<file path="src/rtl/morse_tx_scheduler.sv">
// Message-level scheduler sharing one Morse engine and translator between two requesters.
// Build option: define MORSE_SCHED_PRIORITY_EN to give requester 1 fixed priority on ties.
module morse_tx_scheduler #(
  parameter int unsigned UNIT_CYCLES      = 32'd6250000,
  parameter int unsigned LETTER_GAP_UNITS = 32'd2,
  parameter int unsigned WORD_GAP_UNITS   = 32'd7
) (
  input  logic       i_Clk,
  input  logic       i_Rst_L,
  input  logic       i_Req0_Valid,
  input  logic [7:0] i_Req0_Char,
  input  logic       i_Req0_Last,
  output logic       o_Req0_Ready,
  input  logic       i_Req1_Valid,
  input  logic [7:0] i_Req1_Char,
  input  logic       i_Req1_Last,
  output logic       o_Req1_Ready,
  output logic [7:0] o_Char,
  input  logic       i_Char_Known,
  output logic       o_Morse_Start,
  input  logic       i_Morse_Done,
  output logic [1:0] o_Grant,
  output logic       o_Busy
);

  localparam logic [31:0] LETTER_TGT  = 32'(LETTER_GAP_UNITS * UNIT_CYCLES);
  localparam logic [31:0] WORD_TGT    = 32'(WORD_GAP_UNITS * UNIT_CYCLES);
  localparam logic [7:0]  ASCII_SPACE = 8'h20;

  typedef enum logic [2:0] {
    S_IDLE  = 3'd0,
    S_FETCH = 3'd1,
    S_START = 3'd2,
    S_WAIT  = 3'd3,
    S_GAP   = 3'd4
  } state_t;

  state_t      state_q, state_d;
  logic [1:0]  grant_q, grant_d;
  logic [1:0]  ready_q, ready_d;
  logic        rr_q, rr_d;
  logic        last_q, last_d;
  logic [7:0]  char_q, char_d;
  logic [31:0] cnt_q, cnt_d;
  logic [31:0] tgt_q, tgt_d;
  logic        start_q, start_d;
  logic        busy_q, busy_d;

  logic [1:0]  pick_s;
  logic        xfer_s;
  logic [7:0]  sel_char_s;
  logic        sel_last_s;
  logic        gap_end_s;

  assign xfer_s     = (ready_q[0] & i_Req0_Valid) | (ready_q[1] & i_Req1_Valid);
  assign sel_char_s = grant_q[1] ? i_Req1_Char : i_Req0_Char;
  assign sel_last_s = grant_q[1] ? i_Req1_Last : i_Req0_Last;
  // A zero target still spends one cycle in GAP.
  assign gap_end_s  = (tgt_q == 32'd0) || (cnt_q == (tgt_q - 32'd1));

  // Message-boundary arbitration between the two requesters.
  always_comb begin
    pick_s = 2'b00;
    if (i_Req0_Valid && i_Req1_Valid) begin
`ifdef MORSE_SCHED_PRIORITY_EN
      pick_s = 2'b10;
`else
      pick_s = rr_q ? 2'b01 : 2'b10;
`endif
    end else if (i_Req0_Valid) begin
      pick_s = 2'b01;
    end else if (i_Req1_Valid) begin
      pick_s = 2'b10;
    end else begin
      pick_s = 2'b00;
    end
  end

  // Next-state and registered-output logic.
  always_comb begin
    state_d = state_q;
    grant_d = grant_q;
    rr_d    = rr_q;
    last_d  = last_q;
    char_d  = char_q;
    cnt_d   = cnt_q;
    tgt_d   = tgt_q;
    start_d = 1'b0;
    case (state_q)
      S_IDLE: begin
        if (pick_s != 2'b00) begin
          grant_d = pick_s;
          state_d = S_FETCH;
        end else begin
          grant_d = 2'b00;
        end
      end
      S_FETCH: begin
        if (xfer_s) begin
          char_d = sel_char_s;
          last_d = sel_last_s;
          if (sel_char_s == ASCII_SPACE) begin
            tgt_d   = WORD_TGT;
            cnt_d   = 32'd0;
            state_d = S_GAP;
          end else begin
            state_d = S_START;
          end
        end else begin
          state_d = S_FETCH;
        end
      end
      S_START: begin
        if (i_Char_Known) begin
          start_d = 1'b1;
          state_d = S_WAIT;
        end else if (last_q) begin
          state_d = S_IDLE;
          grant_d = 2'b00;
          rr_d    = grant_q[1];
        end else begin
          state_d = S_FETCH;
        end
      end
      S_WAIT: begin
        if (i_Morse_Done) begin
          tgt_d   = LETTER_TGT;
          cnt_d   = 32'd0;
          state_d = S_GAP;
        end else begin
          state_d = S_WAIT;
        end
      end
      S_GAP: begin
        if (gap_end_s) begin
          if (last_q) begin
            state_d = S_IDLE;
            grant_d = 2'b00;
            rr_d    = grant_q[1];
          end else begin
            state_d = S_FETCH;
          end
        end else begin
          cnt_d = cnt_q + 32'd1;
        end
      end
      default: begin
        state_d = S_IDLE;
        grant_d = 2'b00;
      end
    endcase
    ready_d = (state_d == S_FETCH) ? grant_d : 2'b00;
    busy_d  = (state_d != S_IDLE);
  end

  // State and output registers; reset aborts any message in flight.
  always_ff @(posedge i_Clk or negedge i_Rst_L) begin
    if (!i_Rst_L) begin
      state_q <= S_IDLE;
      grant_q <= 2'b00;
      ready_q <= 2'b00;
      rr_q    <= 1'b1;
      last_q  <= 1'b0;
      char_q  <= 8'h00;
      cnt_q   <= 32'd0;
      tgt_q   <= 32'd0;
      start_q <= 1'b0;
      busy_q  <= 1'b0;
    end else begin
      state_q <= state_d;
      grant_q <= grant_d;
      ready_q <= ready_d;
      rr_q    <= rr_d;
      last_q  <= last_d;
      char_q  <= char_d;
      cnt_q   <= cnt_d;
      tgt_q   <= tgt_d;
      start_q <= start_d;
      busy_q  <= busy_d;
    end
  end

  assign o_Req0_Ready  = ready_q[0];
  assign o_Req1_Ready  = ready_q[1];
  assign o_Char        = char_q;
  assign o_Morse_Start = start_q;
  assign o_Grant       = grant_q;
  assign o_Busy        = busy_q;

endmodule

</file>
<file path="config.mk">
export PLATFORM = sky130hd
export DESIGN_NAME = morse_tx_scheduler
export DESIGN_NICKNAME = d
export VERILOG_FILES = /design/src/rtl/morse_tx_scheduler.sv
export SDC_FILE = /design/constraint.sdc
export NUM_CORES = 1
export LEC_CHECK = 0
export CAP_MARGIN = 20
export CORE_ASPECT_RATIO = 0.8
export CORE_MARGIN = 5
export CORE_UTILIZATION = 57
export DETAILED_ROUTE_END_ITERATION = 12
export GPL_ROUTABILITY_DRIVEN = 1
export PLACE_DENSITY = 0.8
export SETUP_SLACK_MARGIN = 0.05
export SLEW_MARGIN = 20
export SYNTH_ARGS = -nofsm -noshare
export SYNTH_HDL_FRONTEND = slang
export SYNTH_SLANG_ARGS = --single-unit
</file>
<file path="constraint.sdc">
create_clock -name i_Clk -period 3.66 [get_ports i_Clk]
set_clock_uncertainty 0.15 [all_clocks]
set_input_delay 0.915 -clock i_Clk [delete_from_list [all_inputs] [get_ports i_Clk]]
set_output_delay 0.915 -clock i_Clk [all_outputs]
set_load 0.1 [all_outputs]
</file>
== Yosys cells after proc, flatten, opt, wreduce, memory -nomap -nowiden ==
Cells that the tools add are included.
W data, S select, Z words.

* Register bits after elaboration: 83
* Bits of input ports: 24
* Output and inout port bits: 14
* Word-level logic and storage cells: 77

* Add/subtract/negate cells: 2
* Eq/ne operators: 13
* Mux-type cells: 35
* Bitwise operators: 3
* Reductions and logical operators: 14

{| class="wikitable"
|+ Operators with widths
! kind !! count
|-
| $mux W32 || 7
|-
| $pmux W32 S3 || 1
|-
| $pmux W32 S2 || 1
|-
| $add A32 B1 Y32 const B || 1
|-
| $eq A32 B32 Y1 || 1
|-
| $logic_not A32 Y1 || 1
|-
| $sub A32 B1 Y32 const B || 1
|-
| $mux W2 || 10
|-
| $mux W3 || 5
|-
| $pmux W3 S5 || 1
|-
| $ne A2 B2 Y1 const B || 6
|-
| $eq A8 B6 Y1 const B || 1
|-
| $mux W8 || 1
|-
| $pmux W2 S4 || 1
|-
| $mux W1 || 7
|-
| $eq A3 B1 Y1 const B || 2
|-
| $eq A3 B2 Y1 const B || 2
|-
| $reduce_bool A2 Y1 || 3
|-
| $reduce_bool A3 Y1 || 2
|-
| $reduce_and A5 Y1 || 1
|-
| $reduce_and A4 Y1 || 1
|-
| $eq A3 B3 Y1 const B || 1
|-
| $logic_not A3 Y1 || 1
|-
| $reduce_and A3 Y1 || 1
|-
| other kinds (7) || 8
|}

== Longest topological paths before layout ==
Gate-level depths: netlist (run 1).

* Depth in word-level cells: 8
* Mapped depth: 13

== Least setup slack after synthesis (run 1) ==
No wires, ideal clock.

* Path kind: register to register
* Start: register tgt_q[23]
* End: register busy_q, in the netlist o_Busy
* Setup time: 0.131 ns
* Arrival time: 2.995 ns
* Path slack: 0.384 ns
* Stages on the path, launching flop included: 13
* Buffers on the path: 2
* Period minus slack after synthesis: 3.276 ns
* Path through: dfrtp_1 > clkbuf_1 > inv_1 > ha_1 > ha_1 > or4_1 > a22o_1 > nor4_4 > nand4_4 > nand2_2 > buf_6 > nand2_2 > or3_1

* Longest elaborated chain between the ends: 6
* Elaborated cells between the ends (all ways): 7
* Those cells by class: 1 x add/sub; 1 x eq/ne; 2 x mux; 3 x reduce/logical

{| class="wikitable"
|+ RTL lines
! what !! line !! source
|-
| start, declared || 45 || <nowiki>logic [31:0] tgt_q, tgt_d;</nowiki>
|-
| start signal, assigned || 177 || <nowiki>tgt_q <= tgt_d;</nowiki>
|-
| $sub A32 B1 Y32 || 59 || <nowiki>assign gap_end_s = (tgt_q == 32'd0) || (cnt_q == (tgt_q - 32'd1));</nowiki>
|-
| $eq A32 B32 Y1 || 59 ||
|-
| $logic_or A1 B1 Y1 (*) || 59 ||
|-
| $mux W3 (*) || 135 || <nowiki>if (gap_end_s) begin</nowiki>
|-
| $pmux W3 S5 (*) || 89 || <nowiki>case (state_q)</nowiki>
|-
| net state_d[2] || 38 || <nowiki>state_t state_q, state_d;</nowiki>
|-
| $reduce_bool A3 Y1 (*) || 153 || <nowiki>busy_d = (state_d != S_IDLE);</nowiki>
|-
| net busy_d || 47 || <nowiki>logic busy_q, busy_d;</nowiki>
|-
| end signal, assigned || 179 || <nowiki>busy_q <= busy_d;</nowiki>
|-
| end, declared || 47 ||
|}

The timed path passes the listed nets; every way through them passes the cells marked *.
A chain may end at the register's enable or synchronous reset.

== Worst setup path after layout (run 1) ==
* Start: input i_Req0_Char[1]
* End: register cnt_q[27]

* Longest elaborated chain between the ends: 4

{| class="wikitable"
|+ RTL lines
! what !! line !! source
|-
| start, declared || 11 || <nowiki>input logic [7:0] i_Req0_Char,</nowiki>
|-
| $mux W8 || 56 || <nowiki>assign sel_char_s = grant_q[1] ? i_Req1_Char : i_Req0_Char;</nowiki>
|-
| $eq A8 B6 Y1 || 102 || <nowiki>if (sel_char_s == ASCII_SPACE) begin</nowiki>
|-
| $ne A2 B2 Y1 (no line) || n/a ||
|-
| $reduce_and A5 Y1 (no line) || n/a ||
|-
| end signal, assigned || 176 || <nowiki>cnt_q <= cnt_d;</nowiki>
|-
| end, declared || 44 || <nowiki>logic [31:0] cnt_q, cnt_d;</nowiki>
|}

Every way passes these cells.

==> impl_metrics.yaml, run 1 <==
power_and_ir_drop:
  p_leak_nw: 1.73
  max-vdd-ir-drop_v: 0.000177
  powerDensity_nw_per_um2: 245
  power_frac_comb_pct: 4.8
  p_sw_uw: 227
  switching_share_pct: 23.0
  seq_power_share_pct: 60.4
  clockPowerShare_pct: 34.8
  internal_power_uw: 759
logic_synthesis:
  synthDistinctLibCells: 56
  yosysMostFrequentCell: "dfrtp_1"
  syn_area_per_cell_um2: 8.70
  ys_seq_area_share_pct: 39.2
  synth_area_leaders: "dfrtp_1 38%, nand2_1 4.5%, o21ai_0 4.3%"
  synth_common_cells: "53 x dfrtp_1, 41 x nand2_1, 30 x o21ai_0, 29 x nor2_1, 20 x a21oi_1"
  syn_nets: 427
  synth_cells: 397
  ys_ff_latch: 54
  synth_edf_count: 0
  yosys_warnings: 0
  synth_top_cell_by_area: "dfrtp_1"
  synth-main-ff-cell: "dfrtp_1"
  synth_top_area_share_pct: 38.4
  netlist_area_um2: 3450
  async_flop_share_pct: 100
detailed_routing:
  vias: 3170
  drt_drc_violations_left: 0
  avgViaCountPerCell: 6.13
  ant_nets: 0
  firstDrtPassIters: 5
  drt_iter0_markers: 197
  wl_per_cell_um: 16.9
  drt-total-wl_um: 8750
min_path:
  hold_path.class: "in -> async"
cts:
  clock-root-buffer: "clkbuf_8"
  clk_pin_slew_ns: 0.11
  clock_path_buffers: 2
  ctsHtreeMaxLevel: 2
  tritoncts: "built"
  clock_sinks: 54
  clock_latency_ns: 0.32
  cts_inserted_buffers: 5
worst_setup_path:
  endpoint_kind: "flip-flop"
  cp.arrival_ns: 3.38
  r2r_end: "ready_q[0]"
  path_max_fanout: 20
  path_buf_inv: 2
  critical_path.top_delay_family: "simple AND/OR/NAND/NOR gates"
  required_ns: 3.73
  reg2reg_from: "tgt_q[16]"
  max_stage_delay_ns: 0.65
  crit_type: "in -> reg"
  reg2reg_setup_slack_ns: 0.37
  cp-start-kind: "input pin"
  worst-r2r-cell-count: 10
  crit_slowest_cell: "or4b_2"
  path_cells: "clkdlybuf4s50_1 > or4b_2 > o21ai_0 > nand2_1 > or3_1 > a21oi_2 > buf_12 > nor2_1 > a31o_1"
placement:
  place_hpwl_um: 6430
  dpl.cell_count: 504
  routabilityCongestion: 0.922
  numPortBuffers: 37
job:
  maxCapViolCount: 0
final_layout:
  num-fill-cells: 468
  finalNonFillerCells: 517
  multi_input_area_um2: 1960
  layout-drive-gt1-share_pct: 12.2
  n_antenna_cell: 0
  final-seq-area_um2: 1350
  syn_to_final_growth_pct: 16.4
  nets: 465
grt:
  grt_antenna_before_repair: 0
  grt_use_total_pct: 22.6
  grt_pass1_wl_um: 14300
  grt_pass1_vias: 2968
  overflow: 0
  grt_max_degree: 22
die:
  fp.dieW_um: 97.0
  die_height_um: 79.6
  coreArea_um2: 5910
  pin_count: 38
  dieArea_um2: 7730
  placementRows: 25
  start_util_pct: 58.4
status:
  outcome: "finished clean"
sta:
  fmax_mhz: 302
  drv_slew: 0
  setup_tns_ns: 0
  tightestPinTransition_ns: 0.880
  rsz0062_at_grt: "false"
  finalSetupViolations: 0
  whs_ns: 0.331
  finalHoldViolCount: 0
  fin_crit_sh_pct: 90.5
  finalCriticalPeriod_ns: 3.31
  maxSlewHeadroom_pct: 40.8
[timing repair]
action,in CTS,in global routing
hold buffers,0,0
resized for setup,0,2
buffers inserted,0,5
setup endpoints to repair,0,18
[flip-flops by register name (all words and copies together) (netlist names)]
signal,count
o_Grant,2
rr_q,1
ready_q,2
tgt_q,3
o_Busy,1
state_q,3
o_Morse_Start,1
cnt_q,32
o_Char,8
last_q,1
[through the flow]
step / power (mW) / instance area, um^2 / utilization (%) / worst slack (ns)
global placement: 0.655 / 3890 / 65.8 / 0.105
finish: 0.987 / 4020 / 68.0 / 0.346
floorplan: 0.614 / 3450 / - / 0.384
CTS: 0.994 / 3980 / 67.2 / 0.165
global route: 1.03 / 4020 / 68.0 / 0.125
detailed placement: 0.656 / 3890 / 65.8 / 0.0403
[final cells by class]
class	instances	area share (%)
clock buffers	6	1.80
clock inverters	2	0.342
inverters	12	1.12
multi-input cells	307	48.7
flip-flops and latches	54	33.6
well taps	81	2.52
repair buffers	55	11.9
[logic make-up (layout without fill, tap and decap cells)]
logic type	after synthesis	after routing	share of synthesized area, %
and+or+nand+nor	185	185	30.5
AOI/OAI and AO/OA	83	83	14.9
DFF	54	54	39.2
buffers and inverters	36	75	4.49
xor gates and xnor gates	20	20	5.07
muxes	13	13	3.77
adders and majority gates	6	6	2.17
[per-layer routing]
metal | global-route usage, % | up-vias | wire length, um
li1 | - | 1515 | -
met1 | 32.2 | 1531 | 4040
met2 | 36.1 | 111 | 3990
met3 | 3.67 | 13 | 606
met4 | 6.17 | 0 | 112
met5 | 0 | - | 0
[cell usage in the layout (no fill, tap or decap), drive strengths merged, types with 3 or more instances in the layout]
cell type	netlist	routed
a2111oi	4	4
a21oi	20	20
and2	4	4
and3	12	12
and4	4	4
buf	10	33
clkbuf	14	6
clkdlybuf4s50	0	22
dfrtp	53	53
ha	6	6
inv	12	13
mux2i	13	13
nand2	43	43
nand2b	4	4
nand3	12	12
nand3b	3	3
nand4	18	18
nor2	29	29
nor2b	11	11
nor3	8	8
nor3b	6	6
nor4	4	4
o211ai	5	5
o21ai	30	30
o22ai	4	4
o31ai	4	4
or3	10	10
or4	9	9
or4b	3	3
xnor2	7	7
xor2	13	13
[power groups by stage]
stage	registers, mW	clock network (mW)	logic (mW)
after CTS	0.596	0.349	0.0479
final	0.596	0.344	0.0470
after floorplan	0.608	0	0.00552
after global routing	0.596	0.377	0.0525
after detailed placement	0.608	0	0.0478
after global placement	0.608	0	0.0470
[worst max path at each step]
| stage | from | to | slack (ns) | cells after the start |
|---|---|---|---|---|
| after floorplan | tgt_q[23] | o_Busy | 0.38 | 12 |
| after global placement | i_Req0_Char[1] | cnt_q[27] | 0.11 | 9 |
| after detailed placement | i_Req0_Char[1] | cnt_q[27] | 0.04 | 9 |
| after CTS | tgt_q[16] | cnt_q[30] | 0.16 | 11 |
| after global routing | tgt_q[16] | o_Grant[1] | 0.13 | 11 |
| final | i_Req0_Char[1] | cnt_q[27] | 0.35 | 9 |
No activity file was read; power rests on OpenSTA's default activity.
==> inputs of run 2 (changes only) <==
- CTS_CLUSTER_DIAMETER: default -> 30
- TNS_END_PERCENT: default -> 100
==> results of run 2 <==
No change in the layout: final DEF, timing and power equal those of run 1.
==> inputs of run 3 (changes only) <==
- CORE_MARGIN: 5 -> 2
- CTS_CLUSTER_SIZE: default -> 20
==> run 3 against run 2 <==
Compared with the run above:
- fmax shrank 3.1%
- register-to-register slack got worse by 0.13 ns
- die area fell by 13%
- critical path depth rose by 1
- utilization up 0.064 points
==> impl_metrics.yaml, run 3 (synthesized netlist as in run 1, its figures left out) <==
cts:
  clk_pin_slew_ns: 0.10
  clock_sinks: 54
  clock_latency_ns: 0.32
  hold_buffers: 0
  tritoncts: "built"
  clock_path_buffers: 2
  ctsHtreeMaxLevel: 2
  clock-root-buffer: "clkbuf_8"
  cts_inserted_buffers: 5
power_and_ir_drop:
  p_leak_nw: 1.72
  max-vdd-ir-drop_v: 0.000155
  powerDensity_nw_per_um2: 254
final_layout:
  layout-drive-gt1-share_pct: 11.3
  largest_register: "cnt_q"
  final_cell_mix: "53 x dfrtp_1, 41 x nand2_1, 30 x o21ai_0"
  mostFrequentLayoutCell: "dfrtp_1"
  num-fill-cells: 511
  largest_register_ffs: 32
  n_antenna_cell: 0
  stdcell_area_um2: 4000
  syn_to_final_growth_pct: 15.9
  nets: 461
  finalNonFillerCells: 513
placement:
  dpl.cell_count: 504
  place_hpwl_um: 6310
  routabilityCongestion: 0.916
  dpl-instance-area_um2: 3890
  numPortBuffers: 37
sta:
  fin_crit_sh_pct: 93.4
  finalSetupViolations: 0
  finalCriticalPeriod_ns: 3.42
  setup_tns_ns: 0
  maxSlewHeadroom_pct: 30.8
  finalHoldViolCount: 0
  tightestPinTransition_ns: 1.03
  drv_slew: 0
  rsz0062_at_grt: "false"
  fmax_mhz: 292
worst_setup_path:
  crit_type: "reg -> reg"
  cp-start-kind: "flip-flop"
  endpoint_kind: "flip-flop"
  required_ns: 3.71
  path_max_fanout: 18
  cp.arrival_ns: 3.47
die:
  dieArea_um2: 6700
  coreArea_um2: 5880
  pin_count: 38
  placementRows: 25
  fp.dieW_um: 91.0
  start_util_pct: 58.7
  die_height_um: 73.6
grt:
  grt_pass1_vias: 2937
  grt_max_degree: 55
  use_met3_pct: 4.92
  grt_pass1_wl_um: 14100
  grtUsageMet2_pct: 41.6
  overflow: 0
  grt_busiest_layer: "met2"
  grt_use_total_pct: 26.5
  grtUsageMet1_pct: 38.9
  grt_antenna_before_repair: 0
status:
  outcome: "finished clean"
detailed_routing:
  drt-total-wl_um: 8550
  drt_drc_violations_left: 0
  firstDrtPassIters: 5
  vias: 3154
  avgViaCountPerCell: 6.15
  drt_iter0_markers: 214
  ant_nets: 0
  wl_per_cell_um: 16.7
job:
  maxCapViolCount: 0
min_path:
  hold_path.class: "reg -> reg"
[run 3: cell type report]
| cell class | count | area [um^2] | share of cell area, % |
|---|---|---|---|
| Multi-Input combinational cell | 307 | 1950 | 48.7 |
| Sequential cell | 54 | 1350 | 33.8 |
| Timing Repair Buffer | 51 | 448 | 11.2 |
| Tap cell | 81 | 101 | 2.53 |
| Clock buffer | 7 | 96.3 | 2.41 |
| Inverter | 12 | 45.0 | 1.13 |
| Clock inverter | 1 | 8.76 | 0.219 |
[run 3: what timing repair did]
action | in CTS | in global routing
resized for setup | 0 | 1
buffers inserted | 0 | 1
endpoints found under the setup margin | 0 | 12
[run 3: power by group]
group	switching [mW]	internal (mW)
logic	0.0209	0.0253
registers	0	0.596
clock network	0.200	0.174
[run 3: routing by layer]
metal	up-vias	wire length [um]	part of all wire, %
met4	0	79	0.92
met2	93	3950	46
met3	7	502	5.9
li1	1513	-	-
met5	-	0	0
met1	1541	4020	47
[run 3: final timing paths]
kind / start / to / slack, ns / depth (start not counted)
min in group asynchronous: i_Rst_L / cnt_q[12] / 0.55 / 2
worst max register to register: tgt_q[23] / o_Busy / 0.24 / 10
worst min register to register: o_Char[5] / o_Char[5] / 0.34 / 2
worst max-delay path: tgt_q[23] / o_Busy / 0.24 / 10
max in group asynchronous: i_Rst_L / tgt_q[23] / 2.34 / 2
worst min-delay path: o_Char[5] / o_Char[5] / 0.34 / 2
[run 3: per-stage QoR]
step | hold slack (ns) | power, mW | setup slack [ns] | utilization, %
floorplan | 0.322 | 0.614 | 0.384 | -
global placement | 0.314 | 0.654 | 0.128 | 66.1
detailed placement | 0.321 | 0.655 | 0.0963 | 66.1
CTS | 0.344 | 1.02 | 0.136 | 67.9
global route | 0.377 | 1.05 | 0.0821 | 68.1
finish | 0.339 | 1.02 | 0.240 | 68.1
[run 3: critical path, stage by stage (launching register included)]
cell and delay [ns]:
dfrtp_1 0.39, inv_1 0.12, ha_2 0.35, or4b_1 0.58, nor2_1 0.14, a21oi_1 0.08
nor4_2 0.42, nand4_4 0.37, nand2_2 0.31, nand2_2 0.08, or3_1 0.32
